`config.mk`:
```
export PLATFORM = sky130hd
export DESIGN_NAME = mem_access_ctrl
export DESIGN_NICKNAME = d
export VERILOG_FILES = /design/src/rtl/mem_access_pkg.sv /design/src/rtl/mem_access_ctrl_burst_addr_counter.sv /design/src/rtl/mem_access_ctrl.sv
export SDC_FILE = /design/constraint.sdc
export NUM_CORES = 1
export LEC_CHECK = 0
export CAP_MARGIN = 20
export CORE_ASPECT_RATIO = 1.25
export CORE_MARGIN = 3
export CORE_UTILIZATION = 40
export CTS_BUF_LIST = sky130_fd_sc_hd__clkbuf_2
export CTS_CLUSTER_DIAMETER = 60
export DETAILED_ROUTE_END_ITERATION = 7
export PLACE_DENSITY_LB_ADDON = 0.08
export SLEW_MARGIN = 20
export SYNTH_ARGS = -nofsm -noshare
export SYNTH_HDL_FRONTEND = slang
export SYNTH_SLANG_ARGS = --single-unit
export TNS_END_PERCENT = 10
```
`constraint.sdc`:
```
create_clock -name clk -period 3.5 [get_ports clk]
set_input_delay 0.7 -clock clk [delete_from_list [all_inputs] [get_ports clk]]
set_output_delay 0.7 -clock clk [all_outputs]
set_load 0.03 [all_outputs]
```
`src/rtl/mem_access_pkg.sv`:
```
// Shared types and constants for the data-memory load/store controller.
package mem_access_pkg;

    localparam int unsigned WORD_BYTES = 4;
    localparam int unsigned WORD_SHIFT = 2;

    localparam int unsigned ADDR_W_DEF = 7;
    localparam int unsigned DATA_W_DEF = 32;
    localparam int unsigned LEN_W_DEF  = 2;

    typedef enum logic [1:0] {
        IDLE     = 2'd0,
        WR       = 2'd1,
        RD_ISSUE = 2'd2,
        RD_HOLD  = 2'd3
    } state_e;

endpackage

```
`src/rtl/mem_access_ctrl_burst_addr_counter.sv`:
```
// Burst address generator: holds the word-aligned base, burst length and beat
// index, and presents the current and next word address with wrap.
//   clk, rst_n      clock, async active-low reset
//   load            capture load_addr/load_len and restart at beat 0
//   load_addr       byte start address (low bits dropped)
//   load_len        words minus one
//   advance         step to the next beat
//   cur_addr_c      base + WORD_BYTES*beat, modulo 2^ADDR_W
//   next_addr_c     cur_addr_c + WORD_BYTES, modulo 2^ADDR_W
//   last_c          current beat is the final one of the burst
module burst_addr_counter
    import mem_access_pkg::*;
#(
    parameter int unsigned ADDR_W = ADDR_W_DEF,
    parameter int unsigned LEN_W  = LEN_W_DEF
) (
    input  logic              clk,
    input  logic              rst_n,
    input  logic              load,
    input  logic [ADDR_W-1:0] load_addr,
    input  logic [LEN_W-1:0]  load_len,
    input  logic              advance,
    output logic [ADDR_W-1:0] cur_addr_c,
    output logic [ADDR_W-1:0] next_addr_c,
    output logic              last_c
);

    logic [ADDR_W-1:0] base_q, base_d;
    logic [LEN_W-1:0]  len_q,  len_d;
    logic [LEN_W-1:0]  beat_q, beat_d;

    // Load wins over advance; beat never steps past len because the FSM
    // leaves the burst on the last beat.
    always_comb begin
        base_d = base_q;
        len_d  = len_q;
        beat_d = beat_q;
        if (load) begin
            base_d = load_addr & ~ADDR_W'(WORD_BYTES - 1);
            len_d  = load_len;
            beat_d = '0;
        end else if (advance) begin
            beat_d = beat_q + LEN_W'(1);
        end
    end

    always_ff @(posedge clk or negedge rst_n) begin
        if (!rst_n) begin
            base_q <= '0;
            len_q  <= '0;
            beat_q <= '0;
        end else begin
            base_q <= base_d;
            len_q  <= len_d;
            beat_q <= beat_d;
        end
    end

    // Adds truncate to ADDR_W, giving the wrap from the top word to 0.
    assign cur_addr_c  = base_q + (ADDR_W'(beat_q) << WORD_SHIFT);
    assign next_addr_c = cur_addr_c + ADDR_W'(WORD_BYTES);
    assign last_c      = (beat_q == len_q);

endmodule

```
`src/rtl/mem_access_ctrl.sv`:
```
// Initiator-side load/store controller for a single-port data memory
// (posedge write, negedge read). Bursts of 1..4 words over valid/ready.
//   clk, rst_n                      clock, async active-low reset
//   req_valid/ready/write/addr/len  burst request handshake
//   wd_valid/ready/data             store beats in
//   rd_valid/ready/data             load beats out (registered)
//   done                            one-cycle pulse as a burst retires
//   mem_write/read/address/wdata    memory controls, decoded from state
//   mem_rdata                       memory read data (valid after negedge)
module mem_access_ctrl
    import mem_access_pkg::*;
#(
    parameter int unsigned ADDR_W = ADDR_W_DEF,
    parameter int unsigned DATA_W = DATA_W_DEF,
    parameter int unsigned LEN_W  = LEN_W_DEF
) (
    input  logic              clk,
    input  logic              rst_n,
    input  logic              req_valid,
    output logic              req_ready,
    input  logic              req_write,
    input  logic [ADDR_W-1:0] req_addr,
    input  logic [LEN_W-1:0]  req_len,
    input  logic              wd_valid,
    output logic              wd_ready,
    input  logic [DATA_W-1:0] wd_data,
    output logic              rd_valid,
    input  logic              rd_ready,
    output logic [DATA_W-1:0] rd_data,
    output logic              done,
    output logic              mem_write,
    output logic              mem_read,
    output logic [ADDR_W-1:0] mem_address,
    output logic [DATA_W-1:0] mem_wdata,
    input  logic [DATA_W-1:0] mem_rdata
);

    state_e            state_q, state_d;
    logic              rd_valid_q, rd_valid_d;
    logic [DATA_W-1:0] rd_data_q, rd_data_d;
    logic              done_q, done_d;

    logic              ctr_load;
    logic              ctr_adv;
    logic [ADDR_W-1:0] cur_addr_c;
    logic [ADDR_W-1:0] next_addr_c;
    logic              last_c;
    logic              hold_adv_c;

    burst_addr_counter #(
        .ADDR_W (ADDR_W),
        .LEN_W  (LEN_W)
    ) u_addr_ctr (
        .clk         (clk),
        .rst_n       (rst_n),
        .load        (ctr_load),
        .load_addr   (req_addr),
        .load_len    (req_len),
        .advance     (ctr_adv),
        .cur_addr_c  (cur_addr_c),
        .next_addr_c (next_addr_c),
        .last_c      (last_c)
    );

    // Consumer takes a non-final read beat: fetch the following word now.
    assign hold_adv_c = (state_q == RD_HOLD) && rd_ready && !last_c;

    // State and read-capture registers.
    always_ff @(posedge clk or negedge rst_n) begin
        if (!rst_n) begin
            state_q    <= IDLE;
            rd_valid_q <= 1'b0;
            rd_data_q  <= '0;
            done_q     <= 1'b0;
        end else begin
            state_q    <= state_d;
            rd_valid_q <= rd_valid_d;
            rd_data_q  <= rd_data_d;
            done_q     <= done_d;
        end
    end

    // Next state, read capture and counter control.
    always_comb begin
        state_d    = state_q;
        rd_valid_d = rd_valid_q;
        rd_data_d  = rd_data_q;
        done_d     = 1'b0;
        ctr_load   = 1'b0;
        ctr_adv    = 1'b0;
        unique case (state_q)
            IDLE: begin
                if (req_valid) begin
                    ctr_load = 1'b1;
                    state_d  = req_write ? WR : RD_ISSUE;
                end
            end
            WR: begin
                if (wd_valid) begin
                    if (last_c) begin
                        state_d = IDLE;
                        done_d  = 1'b1;
                    end else begin
                        ctr_adv = 1'b1;
                    end
                end
            end
            RD_ISSUE: begin
                rd_data_d  = mem_rdata;
                rd_valid_d = 1'b1;
                state_d    = RD_HOLD;
            end
            RD_HOLD: begin
                if (rd_ready) begin
                    if (last_c) begin
                        rd_valid_d = 1'b0;
                        done_d     = 1'b1;
                        state_d    = IDLE;
                    end else begin
                        rd_data_d = mem_rdata;
                        ctr_adv   = 1'b1;
                    end
                end
            end
            default: state_d = IDLE;
        endcase
    end

    // Memory and handshake controls decode straight from state so reset
    // drops them immediately.
    always_comb begin
        req_ready   = (state_q == IDLE);
        wd_ready    = (state_q == WR);
        mem_write   = (state_q == WR) && wd_valid;
        mem_read    = (state_q == RD_ISSUE) || hold_adv_c;
        mem_address = hold_adv_c ? next_addr_c : cur_addr_c;
        mem_wdata   = wd_data;
    end

    assign rd_valid = rd_valid_q;
    assign rd_data  = rd_data_q;
    assign done     = done_q;

endmodule

```
==> results of run 1 <==
[what timing repair did]
item	in CTS	in global routing
resized for setup	6	3
setup buffers	0	1
setup endpoints to repair	4	1
[sequential cells by signal, summed over array words and instances (netlist names)]
signal and count:
u_addr_ctr.base_q 5, u_addr_ctr.len_q 2, rd_data 32, rd_valid 1
done 1, u_addr_ctr.beat_q 2, state_q 2
[power by group through the flow]
| stage | sequential [mW] | combinational [mW] | clock, mW |
|---|---|---|---|
| 6_report | 0.965 | 2.29 | 0.290 |
| 2_1_floorplan | 1.34 | 1.28 | 0 |
| 3_3_place_gp | 0.973 | 2.34 | 0 |
| 5_1_grt | 1.01 | 2.46 | 0.326 |
| 3_5_place_dp | 0.968 | 2.36 | 0 |
| 4_1_cts | 0.969 | 2.32 | 0.306 |
[final timing paths]
check	slack [ns]	startpoint	end
max	0.26	u_addr_ctr.beat_q[0]	mem_address[5]
min	0.24	rst_n	state_q[1]
max reg2reg	1.28	u_addr_ctr.beat_q[0]	rd_data[6]
min reg2reg	0.52	rd_valid	rd_valid
max in group asynchronous	2.83	rst_n	u_addr_ctr.beat_q[0]
min in group clk	0.52	rd_valid	rd_valid
[cells in the mapped netlist, types with 2 or more instances]
library cell	count	area, um2
a21o_1	2	15.0
a21oi_1	2	10.0
buf_2	2	10.0
buf_4	34	255
buf_6	3	33.8
dfrtp_1	45	1130
ha_1	3	37.5
inv_1	7	26.3
mux2_2	9	101
mux2_4	29	435
nand2_1	6	22.5
nor2_1	9	33.8
o21ai_0	4	20.0
xnor2_1	5	43.8
xor2_1	3	26.3
xor2_2	2	32.5
[worst max-delay path, cell delays in order (launching register included)]
cell and delay, ns:
dfrtp_2 0.44, ha_1 0.17, inv_1 0.05, fa_1 0.40, xor2_1 0.21, nor4b_2 0.31, xnor2_1 0.14, dlygate4sd2_1 0.41
[layout make-up]
type	count	area (um2)
timing repair buffer	90	882
fill	497	2490
tap	64	80.1
clock inverter	2	33.8
inverter	8	30.0
sequential	45	1130
multi-input combinational	93	957
clock buffer	6	30.0
[kinds of logic after synthesis]
logic type	after synthesis	synth area share
AOI/OAI and AO/OA	14	0.0436
xor gates and xnor gates	10	0.0426
adders and majority gates	4	0.0239
buffers and inverters	47	0.137
DFF	45	0.468
muxes	38	0.223
other	1	0.00156
and+or+nand+nor	25	0.0613
[metrics by stage]
| stage | utilization | cell area (um2) | setup WS [ns] |
|---|---|---|---|
| floorplan | - | 2410 | 0.748 |
| global placement | 0.546 | 3070 | 0.118 |
| detailed placement | 0.546 | 3070 | 0.129 |
| CTS | 0.557 | 3140 | 0.0577 |
| global route | 0.558 | 3140 | 0.0564 |
| finish | 0.558 | 3140 | 0.257 |
[layer usage]
layer	up-vias	wire length (um)
met5	-	0
li1	691	-
met3	16	429
met1	701	1960
met2	76	2430
met4	0	169
==> flow_metrics.py, run 1 <==
metrics = {
    "global_routing": {
        "grt_pass1_wl_um": 8010,
        "gr-usage-all-layers": 0.152,
        "grt_max_degree": 46,
        "use_met3": 0.0554,
        "grt_pass1_vias": 1579,
        "grt_busiest_layer": "met2",
        "use_met1": 0.183,
        "grt_use_met2": 0.232,
        "grt_overflow": 0,
        "antenna_found_initial": 0,
    },
    "layout": {
        "drive_gt1_frac": 0.250,
        "layout_commonest_cell": "clkdlybuf4s50_1",
        "num_antenna_cells": 0,
        "most-common-layout-cells": "clkdlybuf4s50_1, dfrtp_1, mux2_4, nor2_1, mux2_2",
        "layoutNonFillerInstCount": 308,
        "final_nets": 326,
        "area_growth_pct": 30.4,
    },
    "detailed_routing": {
        "ant_nets": 0,
        "wire_per_inst_um": 16.2,
        "num_vias": 1484,
        "drc": 0,
        "wl_um": 4980,
        "drt_first_pass_iters": 4,
        "viasPerCell": 4.82,
        "drt_iter0_markers": 34,
    },
    "synthesis": {
        "synth_warnings": 0,
        "synth_area_mm2": 0.00241,
        "syn_area_per_cell_um2": 13.1,
        "synth-seq-area-share": 0.468,
        "async_reset_ff_frac": 1.00,
        "synth_ff_type": "dfrtp_1",
        "yosys_register_bits": 45,
        "synth_cells": 184,
        "synth_edf_count": 0,
        "synth_cell_types": 35,
    },
    "clock_tree": {
        "clk_path_buf_depth": 2,
        "clock-sinks": 45,
        "cts_hold_buf": 0,
        "clkLatencyLatePin_ns": 0.40,
        "cts_tree": "done",
        "cts_htree_levels": 2,
        "root_buffer": "clkbuf_2",
        "clk_pin_slew_worst_paths_ns": 0.22,
        "cts_buffers": 5,
    },
    "power_and_ir_drop": {
        "p_clk_frac": 0.082,
        "p_int_mw": 2.03,
        "seq_power_share": 0.272,
        "power_switching_mw": 1.52,
        "total_power_mw": 3.55,
        "sw_frac_of_total": 0.429,
        "leakagePower_nw": 1.42,
        "power_frac_comb": 0.646,
        "power_density_mw_per_mm2": 1130,
        "peakVddDrop_v": 0.000469,
    },
    "die": {
        "start_util": 0.428,
        "io_pins": 156,
        "core_mm2": 0.00563,
        "die_h_um": 92.8,
        "die_w_um": 75.4,
        "dieArea_mm2": 0.00699,
        "rows": 30,
    },
    "critical_path": {
        "cp-end-kind": "output port",
        "startpoint_type": "flop",
        "reg2reg_depth": 7,
        "critPathArrivalTime_ns": 2.54,
        "critical_path_class": "flop to output port",
        "crit_fanout": 4,
        "critPathRequiredTime_ns": 2.80,
    },
    "worst_hold_path": {
        "hold_class": "input port to async pin",
    },
    "timing": {
        "fin_tns_setup_ns": 0,
        "skew_ns": 0.0102,
        "finalHoldViolCount": 0,
        "setup_violations": 0,
        "relSlewSlack": 0.448,
        "fin_crit_ns": 3.24,
        "rsz0062_at_grt": "false",
        "hold_slack_ns": 0.236,
        "report.final.slew_viol_count": 0,
        "tightestPinTransition_ns": 0.825,
        "fin_crit_sh": 0.927,
        "max_freq_mhz": 308,
    },
    "run_status": {
        "outcome": "completed",
    },
    "job": {
        "drv_cap": 0,
    },
    "placement": {
        "portBuffers": 87,
        "dpl.hpwl_um": 3620,
        "placed_cells": 299,
        "place.gp.congestion": 0.740,
    },
}
Note: power is estimated with default switching activity, not from simulation.
==> run 2: changes to the inputs <==
CORE_UTILIZATION = 34   (was 40)
clock period = 2.9 ns   (was 3.5 ns; I/O delays follow)
==> run 2 against run 1 <==
  * Clock power fell by 7%
  * The flow now finishes with violations (setup timing)
  * Register-to-register slack got worse by 0.22 ns
  * Final cell count is 8.4% higher
==> flow_metrics.py, run 2 (synthesized netlist as in run 1, its figures left out) <==
metrics = {
    "critical_path": {
        "startpoint_type": "flop",
        "cp-end-kind": "output port",
        "crit_fanout": 2,
        "startpoint": "u_addr_ctr.base_q[2]",
        "critPathArrivalTime_ns": 2.34,
        "crit_path_max_incr_delay_ns": 0.47,
        "critical_path_class": "flop to output port",
        "r2r-start": "u_addr_ctr.beat_q[0]",
        "endpoint": "mem_address[6]",
        "cpMaxStageDelayCell": "fa_1",
        "reg2reg_depth": 6,
        "r2r_setup_slack_ns": 1.06,
        "r2r_end": "rd_data[8]",
        "critPathRequiredTime_ns": 2.32,
        "cpMostUsedCell": "inv_2",
        "crit_chain": "ha_2 > inv_2 > fa_1 > inv_2 > ha_4 > nand2_2 > a2111oi_4 > xnor2_1 > buf_4",
    },
    "job": {
        "drv_cap": 0,
    },
    "timing": {
        "report.final.slew_viol_count": 0,
        "tightestPinTransition_ns": 0.806,
        "max_freq_mhz": 342,
        "finalHoldViolCount": 0,
        "relSlewSlack": 0.463,
        "setup_violations": 1,
        "skew_ns": 0.0381,
        "rsz0062_at_grt": "true",
        "fin_crit_ns": 2.92,
        "fin_crit_sh": 1.01,
        "fin_ws_ns": -0.0239,
    },
    "die": {
        "rows": 33,
        "dieArea_mm2": 0.00814,
        "start_util": 0.358,
        "core_mm2": 0.00673,
        "io_pins": 156,
        "die_h_um": 100,
        "die_w_um": 81.3,
    },
    "placement": {
        "portBuffers": 87,
        "dpl.hpwl_um": 3710,
        "place.gp.congestion": 0.708,
    },
    "run_status": {
        "outcome": "finished, violations left",
        "violations": "setup timing",
    },
    "global_routing": {
        "grt_pass1_wl_um": 8200,
        "antenna_found_initial": 0,
        "grt_pass1_vias": 1633,
        "grt_max_degree": 36,
        "gr-usage-all-layers": 0.132,
        "grt_overflow": 0,
    },
    "detailed_routing": {
        "drt_first_pass_iters": 4,
        "wl_um": 5100,
        "wire_per_inst_um": 15.3,
        "ant_nets": 0,
        "viasPerCell": 4.51,
        "drt_iter0_markers": 41,
        "drc": 0,
        "num_vias": 1506,
    },
    "power_and_ir_drop": {
        "total_power_mw": 4.43,
        "peakVddDrop_v": 0.000584,
        "leakagePower_nw": 1.44,
        "power_density_mw_per_mm2": 1370,
    },
    "layout": {
        "drive_gt1_frac": 0.308,
        "layout_commonest_cell": "clkdlybuf4s50_1",
        "final_nets": 329,
        "largest_register_ffs": 32,
        "num_antenna_cells": 0,
        "final_util": 0.480,
        "area_growth_pct": 34.2,
        "fillers": 620,
        "most-common-layout-cells": "clkdlybuf4s50_1, dfrtp_1, mux2_4",
    },
    "clock_tree": {
        "clk_pin_slew_worst_paths_ns": 0.26,
        "cts_buffers": 5,
        "clkLatencyLatePin_ns": 0.41,
        "cts_htree_levels": 2,
        "clock-sinks": 45,
        "cts_tree": "done",
        "clk_path_buf_depth": 2,
        "root_buffer": "clkbuf_2",
    },
    "worst_hold_path": {
        "hold_class": "input port to async pin",
    },
}
[run 2: layout make-up]
class,instances,area (um2),share of cell area
Inverter,8,30.0,0.00929
Clock inverter,3,16.3,0.00503
Sequential cell,45,1130,0.349
Timing Repair Buffer,93,925,0.286
Tap cell,87,109,0.0337
Clock buffer,5,25.0,0.00774
Multi-Input combinational cell,93,1000,0.310
[run 2: critical path: cells and delay by family (launching register included)]
| family | cells | cell delay, ns |
|---|---|---|
| xor gates and xnor gates | 1 | 0.15 |
| AOI/OAI and AO/OA | 1 | 0.20 |
| adders and majority gates | 3 | 0.79 |
| and+or+nand+nor | 1 | 0.06 |
| buffers and inverters | 3 | 0.31 |
| DFF | 1 | 0.42 |
[run 2: timing repair]
item | 4_1_cts | 5_1_grt
setup buffers | 2 | 0
endpoints found under the setup margin | 4 | 4
resized for setup | 7 | 6
pin swaps | 3 | 0
gates cloned | 0 | 0
endpoints found under the hold margin | 0 | 0
hold buffers | 0 | 0
[run 2: worst min-delay path by stage]
stage	slack, ns	endpoint	start	depth (start not counted)
after global placement	0.47	rd_valid	rd_valid	1
after floorplan	0.28	done	rst_n	0
after CTS	0.20	rd_data[7]	rst_n	1
final	0.21	rd_data[19]	rst_n	1
after global routing	0.22	rd_data[19]	rst_n	1
after detailed placement	0.47	rd_valid	rd_valid	1
[run 2: power by group]
| part | leakage, nW | internal, mW | switching, mW |
|---|---|---|---|
| clock | 0.0284 | 0.0577 | 0.213 |
| sequential | 0.531 | 0.949 | 0.215 |
| combinational | 0.881 | 1.49 | 1.51 |
| total | 1.44 | 2.50 | 1.93 |
[run 2: per-stage QoR]
step	setup TNS [ns]	instances	worst slack, ns	hold slack [ns]	cell area (um2)
3_5_place_dp	0	324	0.215	0.469	3130
6_report	-0.0239	334	-0.0239	0.213	3230
2_1_floorplan	0	185	0.268	0.284	2410
5_1_grt	-0.457	334	-0.220	0.219	3230
3_3_place_gp	0	324	0.212	0.468	3130
4_1_cts	-0.161	334	-0.114	0.198	3210
[run 2: routing by layer]
metal / up-vias / global-route usage / share of wire
li1: 697 / - / -
met1: 695 / 0.160 / 0.41
met2: 72 / 0.191 / 0.44
met3: 42 / 0.0512 / 0.090
met4: 0 / 0.0923 / 0.064
met5: - / 0 / 0
